--- src/rtl/mio_riscv_tracer_pkg.sv ---
// Shared types and helpers for the RISC-V retirement tracer.
// Optional memory-access fields are present when MIO_RISCV_TRACER_MEM_EN is defined.
// Entry fields are sized for the widest supported XLEN (64). Narrower cores
// zero-extend into them, and the unused upper bits are trimmed at the outputs.
package mio_riscv_tracer_pkg;

    localparam int DEFAULT_XLEN = 32;
    localparam int MAX_XLEN     = 64;
    localparam int MAX_ORDER_W  = 64;
    localparam int MAX_MASK_W   = MAX_XLEN / 8;

    typedef struct packed {
        logic [MAX_ORDER_W-1:0] order;
        logic [MAX_XLEN-1:0]    pc;
        logic [31:0]            insn;
        logic                   trap;
        logic [4:0]             rd_addr;
        logic [MAX_XLEN-1:0]    rd_wdata;
        logic [MAX_XLEN-1:0]    pc_wdata;
`ifdef MIO_RISCV_TRACER_MEM_EN
        logic [MAX_XLEN-1:0]    mem_addr;
        logic [MAX_MASK_W-1:0]  mem_rmask;
        logic [MAX_MASK_W-1:0]  mem_wmask;
        logic [MAX_XLEN-1:0]    mem_rdata;
        logic [MAX_XLEN-1:0]    mem_wdata;
`endif
    } mio_riscv_trace_entry_t;

    // RVFI zeroing: a trap kills the register write (and memory masks);
    // a write to x0 or an empty mask carries no data.
    function automatic mio_riscv_trace_entry_t normalise_entry(input mio_riscv_trace_entry_t e);
        mio_riscv_trace_entry_t n;
        n          = e;
        n.rd_addr  = e.trap ? 5'd0 : e.rd_addr;
        n.rd_wdata = (n.rd_addr == 5'd0) ? {MAX_XLEN{1'b0}} : e.rd_wdata;
`ifdef MIO_RISCV_TRACER_MEM_EN
        n.mem_rmask = e.trap ? {MAX_MASK_W{1'b0}} : e.mem_rmask;
        n.mem_wmask = e.trap ? {MAX_MASK_W{1'b0}} : e.mem_wmask;
        n.mem_rdata = (n.mem_rmask == {MAX_MASK_W{1'b0}}) ? {MAX_XLEN{1'b0}} : e.mem_rdata;
        n.mem_wdata = (n.mem_wmask == {MAX_MASK_W{1'b0}}) ? {MAX_XLEN{1'b0}} : e.mem_wdata;
`endif
        return n;
    endfunction

endpackage

--- src/rtl/mio_riscv_tracer_fifo.sv ---
// Synchronous FIFO of trace entries with a registered head-of-queue output.
// The output register is loaded with the entry that will be at the head after
// each edge, so a fresh push is visible one cycle later and the output holds
// the last popped entry when the FIFO drains.
module mio_riscv_tracer_fifo
    import mio_riscv_tracer_pkg::*;
#(
    parameter int DEPTH = 8
) (
    input  logic                   clk,
    input  logic                   reset,
    input  logic                   i_push,
    input  logic                   i_pop,
    input  mio_riscv_trace_entry_t i_wdata,
    output logic                   o_full,
    output logic                   o_empty,
    output logic [$clog2(DEPTH):0] o_count,
    output logic                   o_valid,
    output mio_riscv_trace_entry_t o_rdata
);

    localparam int PTR_W = $clog2(DEPTH);
    localparam int CNT_W = PTR_W + 1;

    mio_riscv_trace_entry_t r_mem [DEPTH];
    logic [PTR_W-1:0]       r_wptr;
    logic [PTR_W-1:0]       r_rptr;
    logic [CNT_W-1:0]       r_count;
    logic                   r_valid;
    mio_riscv_trace_entry_t r_rdata;

    logic                   w_push;
    logic                   w_pop;
    logic [PTR_W-1:0]       w_rptr_next;
    logic [CNT_W-1:0]       w_count_next;
    mio_riscv_trace_entry_t w_head_next;

    assign o_full  = (r_count == CNT_W'(DEPTH));
    assign o_empty = (r_count == {CNT_W{1'b0}});
    assign o_count = r_count;
    assign o_valid = r_valid;
    assign o_rdata = r_rdata;

    // Qualify requests and work out the head entry after this edge.
    always_comb begin
        w_pop        = i_pop & ~o_empty;
        w_push       = i_push & (~o_full | w_pop);
        w_rptr_next  = r_rptr + PTR_W'(w_pop);
        w_count_next = r_count + CNT_W'(w_push) - CNT_W'(w_pop);
        // The pushed entry becomes the head only when it lands at the new read slot.
        if (w_push && (r_wptr == w_rptr_next)) begin
            w_head_next = i_wdata;
        end else begin
            w_head_next = r_mem[w_rptr_next];
        end
    end

    // Storage array write port.
    always_ff @(posedge clk) begin
        if (w_push) begin
            r_mem[r_wptr] <= i_wdata;
        end
    end

    // Pointers, occupancy and registered head output.
    always_ff @(posedge clk) begin
        if (reset) begin
            r_wptr  <= {PTR_W{1'b0}};
            r_rptr  <= {PTR_W{1'b0}};
            r_count <= {CNT_W{1'b0}};
            r_valid <= 1'b0;
            r_rdata <= {$bits(mio_riscv_trace_entry_t){1'b0}};
        end else begin
            if (w_push) begin
                r_wptr <= r_wptr + PTR_W'(1'b1);
            end
            r_rptr  <= w_rptr_next;
            r_count <= w_count_next;
            r_valid <= (w_count_next != {CNT_W{1'b0}});
            if (w_count_next != {CNT_W{1'b0}}) begin
                r_rdata <= w_head_next;
            end
        end
    end

endmodule

--- src/rtl/mio_riscv_retire_tracer.sv ---
// Retirement tracer producer: stamps order numbers, normalises to RVFI rules,
// buffers records and presents them on a valid/ready trace port.
// Define MIO_RISCV_TRACER_MEM_EN to carry memory-access fields as well.
module mio_riscv_retire_tracer
    import mio_riscv_tracer_pkg::*;
#(
    parameter int XLEN    = DEFAULT_XLEN,
    parameter int DEPTH   = 8,
    parameter int ORDER_W = 64,
    parameter int DROP_W  = 16
) (
    input  logic                clk,
    input  logic                reset,
    input  logic                retire_valid,
    input  logic [XLEN-1:0]     retire_pc,
    input  logic [31:0]         retire_insn,
    input  logic                retire_trap,
    input  logic [4:0]          retire_rd_addr,
    input  logic [XLEN-1:0]     retire_rd_wdata,
    input  logic [XLEN-1:0]     retire_next_pc,
`ifdef MIO_RISCV_TRACER_MEM_EN
    input  logic [XLEN-1:0]     retire_mem_addr,
    input  logic [XLEN/8-1:0]   retire_mem_rmask,
    input  logic [XLEN/8-1:0]   retire_mem_wmask,
    input  logic [XLEN-1:0]     retire_mem_rdata,
    input  logic [XLEN-1:0]     retire_mem_wdata,
`endif
    output logic                retire_stall,
    output logic                trace_valid,
    input  logic                trace_ready,
    output logic [ORDER_W-1:0]  trace_order,
    output logic [XLEN-1:0]     trace_pc,
    output logic [31:0]         trace_insn,
    output logic                trace_trap,
    output logic [4:0]          trace_rd_addr,
    output logic [XLEN-1:0]     trace_rd_wdata,
    output logic [XLEN-1:0]     trace_pc_wdata,
`ifdef MIO_RISCV_TRACER_MEM_EN
    output logic [XLEN-1:0]     trace_mem_addr,
    output logic [XLEN/8-1:0]   trace_mem_rmask,
    output logic [XLEN/8-1:0]   trace_mem_wmask,
    output logic [XLEN-1:0]     trace_mem_rdata,
    output logic [XLEN-1:0]     trace_mem_wdata,
`endif
    output logic                overflow,
    output logic [DROP_W-1:0]   drop_count
);

    logic [ORDER_W-1:0]     r_order;
    logic [DROP_W-1:0]      r_drop_count;
    logic                   r_overflow;

    logic                   w_pop;
    logic                   w_push_ok;
    logic                   w_drop;
    logic                   w_full;
    logic                   w_empty;
    logic                   w_valid;
    logic [$clog2(DEPTH):0] w_count;
    mio_riscv_trace_entry_t w_entry_raw;
    mio_riscv_trace_entry_t w_entry;
    mio_riscv_trace_entry_t w_head;
    logic                   w_unused;

    // A full FIFO still accepts a push when the head leaves in the same cycle.
    assign w_pop     = w_valid & trace_ready;
    assign w_push_ok = retire_valid & (~w_full | w_pop);
    assign w_drop    = retire_valid & w_full & ~w_pop;

    // Stall depends only on registered occupancy, never on trace_ready.
    assign retire_stall = w_full;

    // Assemble the incoming record and apply the RVFI zeroing rules.
    always_comb begin
        w_entry_raw          = {$bits(mio_riscv_trace_entry_t){1'b0}};
        w_entry_raw.order    = MAX_ORDER_W'(r_order);
        w_entry_raw.pc       = MAX_XLEN'(retire_pc);
        w_entry_raw.insn     = retire_insn;
        w_entry_raw.trap     = retire_trap;
        w_entry_raw.rd_addr  = retire_rd_addr;
        w_entry_raw.rd_wdata = MAX_XLEN'(retire_rd_wdata);
        w_entry_raw.pc_wdata = MAX_XLEN'(retire_next_pc);
`ifdef MIO_RISCV_TRACER_MEM_EN
        w_entry_raw.mem_addr  = MAX_XLEN'(retire_mem_addr);
        w_entry_raw.mem_rmask = MAX_MASK_W'(retire_mem_rmask);
        w_entry_raw.mem_wmask = MAX_MASK_W'(retire_mem_wmask);
        w_entry_raw.mem_rdata = MAX_XLEN'(retire_mem_rdata);
        w_entry_raw.mem_wdata = MAX_XLEN'(retire_mem_wdata);
`endif
        w_entry = normalise_entry(w_entry_raw);
    end

    // Order counter advances only on accepted pushes; drops are counted and made sticky.
    always_ff @(posedge clk) begin
        if (reset) begin
            r_order      <= {ORDER_W{1'b0}};
            r_drop_count <= {DROP_W{1'b0}};
            r_overflow   <= 1'b0;
        end else begin
            if (w_push_ok) begin
                r_order <= r_order + ORDER_W'(1'b1);
            end
            if (w_drop) begin
                r_overflow <= 1'b1;
                if (r_drop_count != {DROP_W{1'b1}}) begin
                    r_drop_count <= r_drop_count + DROP_W'(1'b1);
                end
            end
        end
    end

    mio_riscv_tracer_fifo #(
        .DEPTH (DEPTH)
    ) u_fifo (
        .clk     (clk),
        .reset   (reset),
        .i_push  (w_push_ok),
        .i_pop   (w_pop),
        .i_wdata (w_entry),
        .o_full  (w_full),
        .o_empty (w_empty),
        .o_count (w_count),
        .o_valid (w_valid),
        .o_rdata (w_head)
    );

    assign trace_valid    = w_valid;
    assign trace_order    = w_head.order[ORDER_W-1:0];
    assign trace_pc       = w_head.pc[XLEN-1:0];
    assign trace_insn     = w_head.insn;
    assign trace_trap     = w_head.trap;
    assign trace_rd_addr  = w_head.rd_addr;
    assign trace_rd_wdata = w_head.rd_wdata[XLEN-1:0];
    assign trace_pc_wdata = w_head.pc_wdata[XLEN-1:0];
`ifdef MIO_RISCV_TRACER_MEM_EN
    assign trace_mem_addr  = w_head.mem_addr[XLEN-1:0];
    assign trace_mem_rmask = w_head.mem_rmask[XLEN/8-1:0];
    assign trace_mem_wmask = w_head.mem_wmask[XLEN/8-1:0];
    assign trace_mem_rdata = w_head.mem_rdata[XLEN-1:0];
    assign trace_mem_wdata = w_head.mem_wdata[XLEN-1:0];
`endif
    assign overflow   = r_overflow;
    assign drop_count = r_drop_count;

    // Upper entry bits beyond XLEN/ORDER_W and spare FIFO status are intentionally unread.
    assign w_unused = ^{w_head, w_count, w_empty};

endmodule

--- config.mk ---
export PLATFORM = sky130hd
export DESIGN_NAME = mio_riscv_retire_tracer
export DESIGN_NICKNAME = d
export VERILOG_FILES = /design/src/rtl/mio_riscv_tracer_pkg.sv /design/src/rtl/mio_riscv_tracer_fifo.sv /design/src/rtl/mio_riscv_retire_tracer.sv
export SDC_FILE = /design/constraint.sdc
export NUM_CORES = 2
export LEC_CHECK = 0
export CORE_MARGIN = 2
export CORE_UTILIZATION = 50
export CTS_BUF_LIST = sky130_fd_sc_hd__clkbuf_8
export DETAILED_ROUTE_END_ITERATION = 12
export HOLD_SLACK_MARGIN = 0.03
export PLACE_DENSITY_LB_ADDON = 0.1
export SLEW_MARGIN = 15
export SYNTH_ARGS = -nofsm -noshare
export SYNTH_HDL_FRONTEND = slang
export SYNTH_SLANG_ARGS = --single-unit
export TNS_END_PERCENT = 10
--- constraint.sdc ---
create_clock -name clk -period 77.2 [get_ports clk]
set_input_delay 11.58 -clock clk [delete_from_list [all_inputs] [get_ports clk]]
set_output_delay 11.58 -clock clk [all_outputs]
set_load 0.01 [all_outputs]
==> flow_summary.rst <==
.. list-table::
   :header-rows: 1

   * - Metric
     - Value
   * - Result of the run
     - finished clean
   * - Number of buffer cells added on primary ports
     - 354
   * - Area of combinational cells with multiple inputs
     - 0.0231 sq mm
   * - Global-route congestion overflow total
     - 0
   * - Wire length of the first global-routing pass
     - 306 mm
   * - Number of I/O pins
     - 355
   * - Clock-pin slew of the registers on the worst-case setup and hold paths
     - 60 ps
   * - Post-detailed-placement cell area
     - 0.0835 sq mm
   * - Vias after detailed routing
     - 51526
   * - Number of distinct library cells after synthesis
     - 50
   * - Number of max-slew violations in the final report
     - 0
   * - Die extent in x
     - 401 um
   * - Hold path cells
     - 2
   * - Hold Path Class
     - flop to flop
   * - Effective utilization at floorplan
     - 50.4%
   * - Required @ worst endpoint
     - 78010 ps
   * - Number of buffers inserted during clock tree synthesis
     - 327
   * - Nature of the critical path startpoint
     - primary input
   * - Number of DRC markers in iteration 0
     - 4093
   * - Final Hold Viols
     - 0
   * - Number of clock sinks
     - 1874
   * - Crit-path slowest cell
     - sky130_fd_sc_hd__buf_4
   * - Layout cell share with drive strength beyond 1
     - 8.59%
   * - Peak-usage layer in the global routing report
     - met2
   * - Total routing resource utilization after global routing
     - 24.6%
   * - Count of endpoints failing setup in the final report
     - 0
   * - Cell chain of the critical path
     - clkdlybuf4s50_1 > and2_1 > and2_1 > o21ai_0 > inv_1 > ha_1 > fa_1 > or3_1 > a211o_1 > and3b_4 > nand2b_4 > buf_4 > buf_4 > o21ai_0
   * - Async set-reset flop share out of synthesis
     - 0%
   * - Transition time at the pin with the least slew margin
     - 1170 ps
   * - Hold Startpoint
     - u_fifo.o_rdata[80]$_SDFFE_PP0P_
   * - Cell family with the largest share of critical-path delay
     - buffers and inverters
   * - Synthesized netlist net count
     - 6084
   * - Die ar.
     - 0.161 sq mm
   * - DP HPWL
     - 99.2 mm
   * - Worst-case headroom to the max-slew limit
     - 22.0%
   * - Max Root-Sink Buffers
     - 4
   * - Worst path bufs/invs
     - 4
   * - Number of flops mapped to enable cells by yosys
     - 1584
   * - CP arrival
     - 17670 ps
   * - Synthesized instance count
     - 5935
   * - Number of nets at the end of the flow
     - 6289
   * - Setup fix buffers added after clock tree synthesis
     - 0
   * - Clock latency of the later-clocked register in the worst-skew pair
     - 1000 ps
   * - Routed Antenna Nets
     - 0
   * - Count of cells along the worst register-to-register path
     - 15
   * - DRT Pass-1 Iters
     - 5
   * - Leading cell type in the layout, fill and taps excluded
     - sky130_fd_sc_hd__nor3_1
   * - Most used cells in the layout excluding fill and tap cells
     - sky130_fd_sc_hd__nor3_1 (1596), sky130_fd_sc_hd__edfxtp_1 (1584), sky130_fd_sc_hd__mux2i_1 (794), sky130_fd_sc_hd__clkbuf_8 (370), sky130_fd_sc_hd__clkdlybuf4s50_1 (353)
   * - Flip-flop and latch count after synthesis
     - 1874
   * - Cell area after synthesis
     - 0.0787 sq mm
   * - WHS Endpoint
     - u_fifo.o_rdata[80]$_SDFFE_PP0P_
   * - Final critical delay including setup and external delays
     - 16870 ps
   * - Number of buffers inserted by hold repair at cts
     - 0
   * - Routed length per instance
     - 24.0 um
   * - CTS HTree Levels
     - 5
   * - Area of the core
     - 0.156 sq mm
   * - Startpoint of the worst-slack reg-to-reg timing path
     - u_fifo.o_count[2]$_SDFF_PP0_
   * - Maximum number of pins on one net before global-route repair
     - 229
   * - Vertical die dimension
     - 401 um
   * - Met3 Track Usage GR
     - 4.69%
   * - Register area share after synthesis
     - 67.8%
   * - Placed cells
     - 7869
   * - Via count normalized by instance count
     - 6.10
   * - DRC
     - 0
   * - CTS root buf
     - sky130_fd_sc_hd__clkbuf_8
   * - Final design utilization
     - 57.4%
   * - Final critical-path share of the clock period
     - 21.8%
   * - Clock tree from TritonCTS
     - yes
   * - Top FF cell, synth
     - sky130_fd_sc_hd__edfxtp_1
   * - Max-Cap Viols
     - 0
   * - Initial antenna violation count
     - 17
   * - Non-filler cells in the finished layout
     - 8450
   * - Site Rows
     - 145
   * - Setup repair after global routing missed its margin
     - no
   * - Fill cell count
     - 12616
   * - Final Wtd Congestion
     - 0.751
   * - Clock skew
     - 61.1 ps
   * - Maximum vdd ir drop
     - 0.0438 mV
   * - Wirelength, routed
     - 203 mm
   * - Via count of the first global-routing pass
     - 49876
   * - Top fanout value on the critical path
     - 63
   * - Syn Area/Cell
     - 13.3 sq um
   * - Number of warning messages in the yosys log
     - 0
   * - Capturing point of the worst reg2reg path
     - u_fifo.o_rdata[132]$_SDFFE_PP0P_
   * - Achievable Freq
     - 59.3 MHz
   * - Leakage power
     - 32.4 nW
   * - Area added between synthesis and finish
     - 13.9%
   * - Crit. End Element
     - flop
   * - Slowest cell delay on critical path
     - 870 ps
   * - Power Density
     - 33.4 mW/mm^2
   * - Final hold slack
     - 461 ps
   * - Final design instance area without fill
     - 0.0896 sq mm
   * - Met2 Track Usage GR
     - 39.1%
   * - Setup TNS Final
     - 0 ps
   * - FF/Latch Area
     - 0.0534 sq mm
   * - Internal reg-to-reg setup slack
     - 70480 ps
   * - Global Route met1 Usage
     - 34.3%
   * - Resize count post-CTS
     - 0
   * - Critical setup path kind
     - primary input to flop
==> synth_stat cells (20+ instances only) <==
cell type / count / area [sq um]
sky130_fd_sc_hd__and2_1: 38 / 238
sky130_fd_sc_hd__dfxtp_1: 290 / 5810
sky130_fd_sc_hd__nor2_1: 56 / 210
sky130_fd_sc_hd__nand2_1: 73 / 274
sky130_fd_sc_hd__nand4_1: 246 / 1540
sky130_fd_sc_hd__or4_1: 28 / 210
sky130_fd_sc_hd__nand3_1: 31 / 155
sky130_fd_sc_hd__o31ai_1: 27 / 203
sky130_fd_sc_hd__inv_1: 22 / 82.6
sky130_fd_sc_hd__edfxtp_1: 1584 / 47600
sky130_fd_sc_hd__o21ai_0: 176 / 881
sky130_fd_sc_hd__o211ai_2: 20 / 250
sky130_fd_sc_hd__nor2b_1: 21 / 131
sky130_fd_sc_hd__buf_2: 86 / 430
sky130_fd_sc_hd__a21oi_1: 46 / 230
sky130_fd_sc_hd__clkbuf_1: 457 / 1720
sky130_fd_sc_hd__mux2i_1: 794 / 7950
sky130_fd_sc_hd__a32oi_1: 166 / 1450
sky130_fd_sc_hd__nor3_1: 1599 / 8000
==> power breakdown <==
part / internal [mW] / leakage [nW] / switching, mW
Combinational: 0.339 / 11.5 / 0.551
Clock: 0.461 / 3.57 / 0.388
Sequential: 1.21 / 17.4 / 0.0434
==> cell families after synthesis <==
| logic type | Yosys count | share of synthesized area [%] |
|---|---|---|
| muxes | 808 | 10.3 |
| buffers and inverters | 588 | 2.98 |
| xor gates and xnor gates | 30 | 0.334 |
| AOI/OAI and AO/OA | 471 | 4.17 |
| and+or+nand+nor | 2153 | 14.2 |
| DFF | 1874 | 67.8 |
| adders and majority gates | 11 | 0.184 |
==> stage by stage <==
step,power (mW),setup slack (ps)
after CTS,3.01,60510
after global placement,2.15,59480
after detailed placement,2.16,59420
after floorplan,1.90,43470
final,2.99,60330
after global routing,3.12,60190
==> flip-flops by register name, summed over array words and instances, names as in the netlist <==
signal          flops
u_fifo.o_valid      1
u_fifo.r_rptr       3
r_order            64
u_fifo.r_wptr       3
u_fifo.o_count      4
overflow            1
u_fifo.r_mem     1584
drop_count         16
u_fifo.o_rdata    198
==> worst min-delay path: stages (launching register included) <==
cell	delay (ps)
sky130_fd_sc_hd__dfxtp_1	320
sky130_fd_sc_hd__nand2_1	60
sky130_fd_sc_hd__o211ai_2	50
==> per-layer routing <==
metal | vias up | part of all wire, %
li1 | 23619 | -
met1 | 26021 | 45
met2 | 1592 | 47
met3 | 286 | 6.0
met4 | 8 | 2.1
met5 | - | 0.021
==> area by class of cell <==
| type | instances | share of cell area, % |
|---|---|---|
| antenna | 11 | 0.0307 |
| clock buffer | 370 | 5.68 |
| clock inverter | 200 | 1.11 |
| inverter | 23 | 0.105 |
| multi-input combinational | 3473 | 25.8 |
| sequential | 1874 | 59.5 |
| tap | 2058 | 2.87 |
| timing repair buffer | 441 | 4.86 |
==> how the worst max path moves through the flow <==
stage,start,endpoint,slack [ps],depth (start not counted)
final,trace_ready,u_fifo.o_rdata[132]$_SDFFE_PP0P_,60330,14
after CTS,trace_ready,u_fifo.o_rdata[81]$_SDFFE_PP0P_,60510,11
after global placement,trace_ready,u_fifo.o_rdata[94]$_SDFFE_PP0P_,59480,11
after global routing,trace_ready,u_fifo.o_rdata[85]$_SDFFE_PP0P_,60190,11
after detailed placement,trace_ready,u_fifo.o_rdata[135]$_SDFFE_PP0P_,59420,14
after floorplan,trace_ready,u_fifo.r_mem[4][0]$_DFFE_PP_,43470,5
No activity file was read; power rests on OpenSTA's default activity.
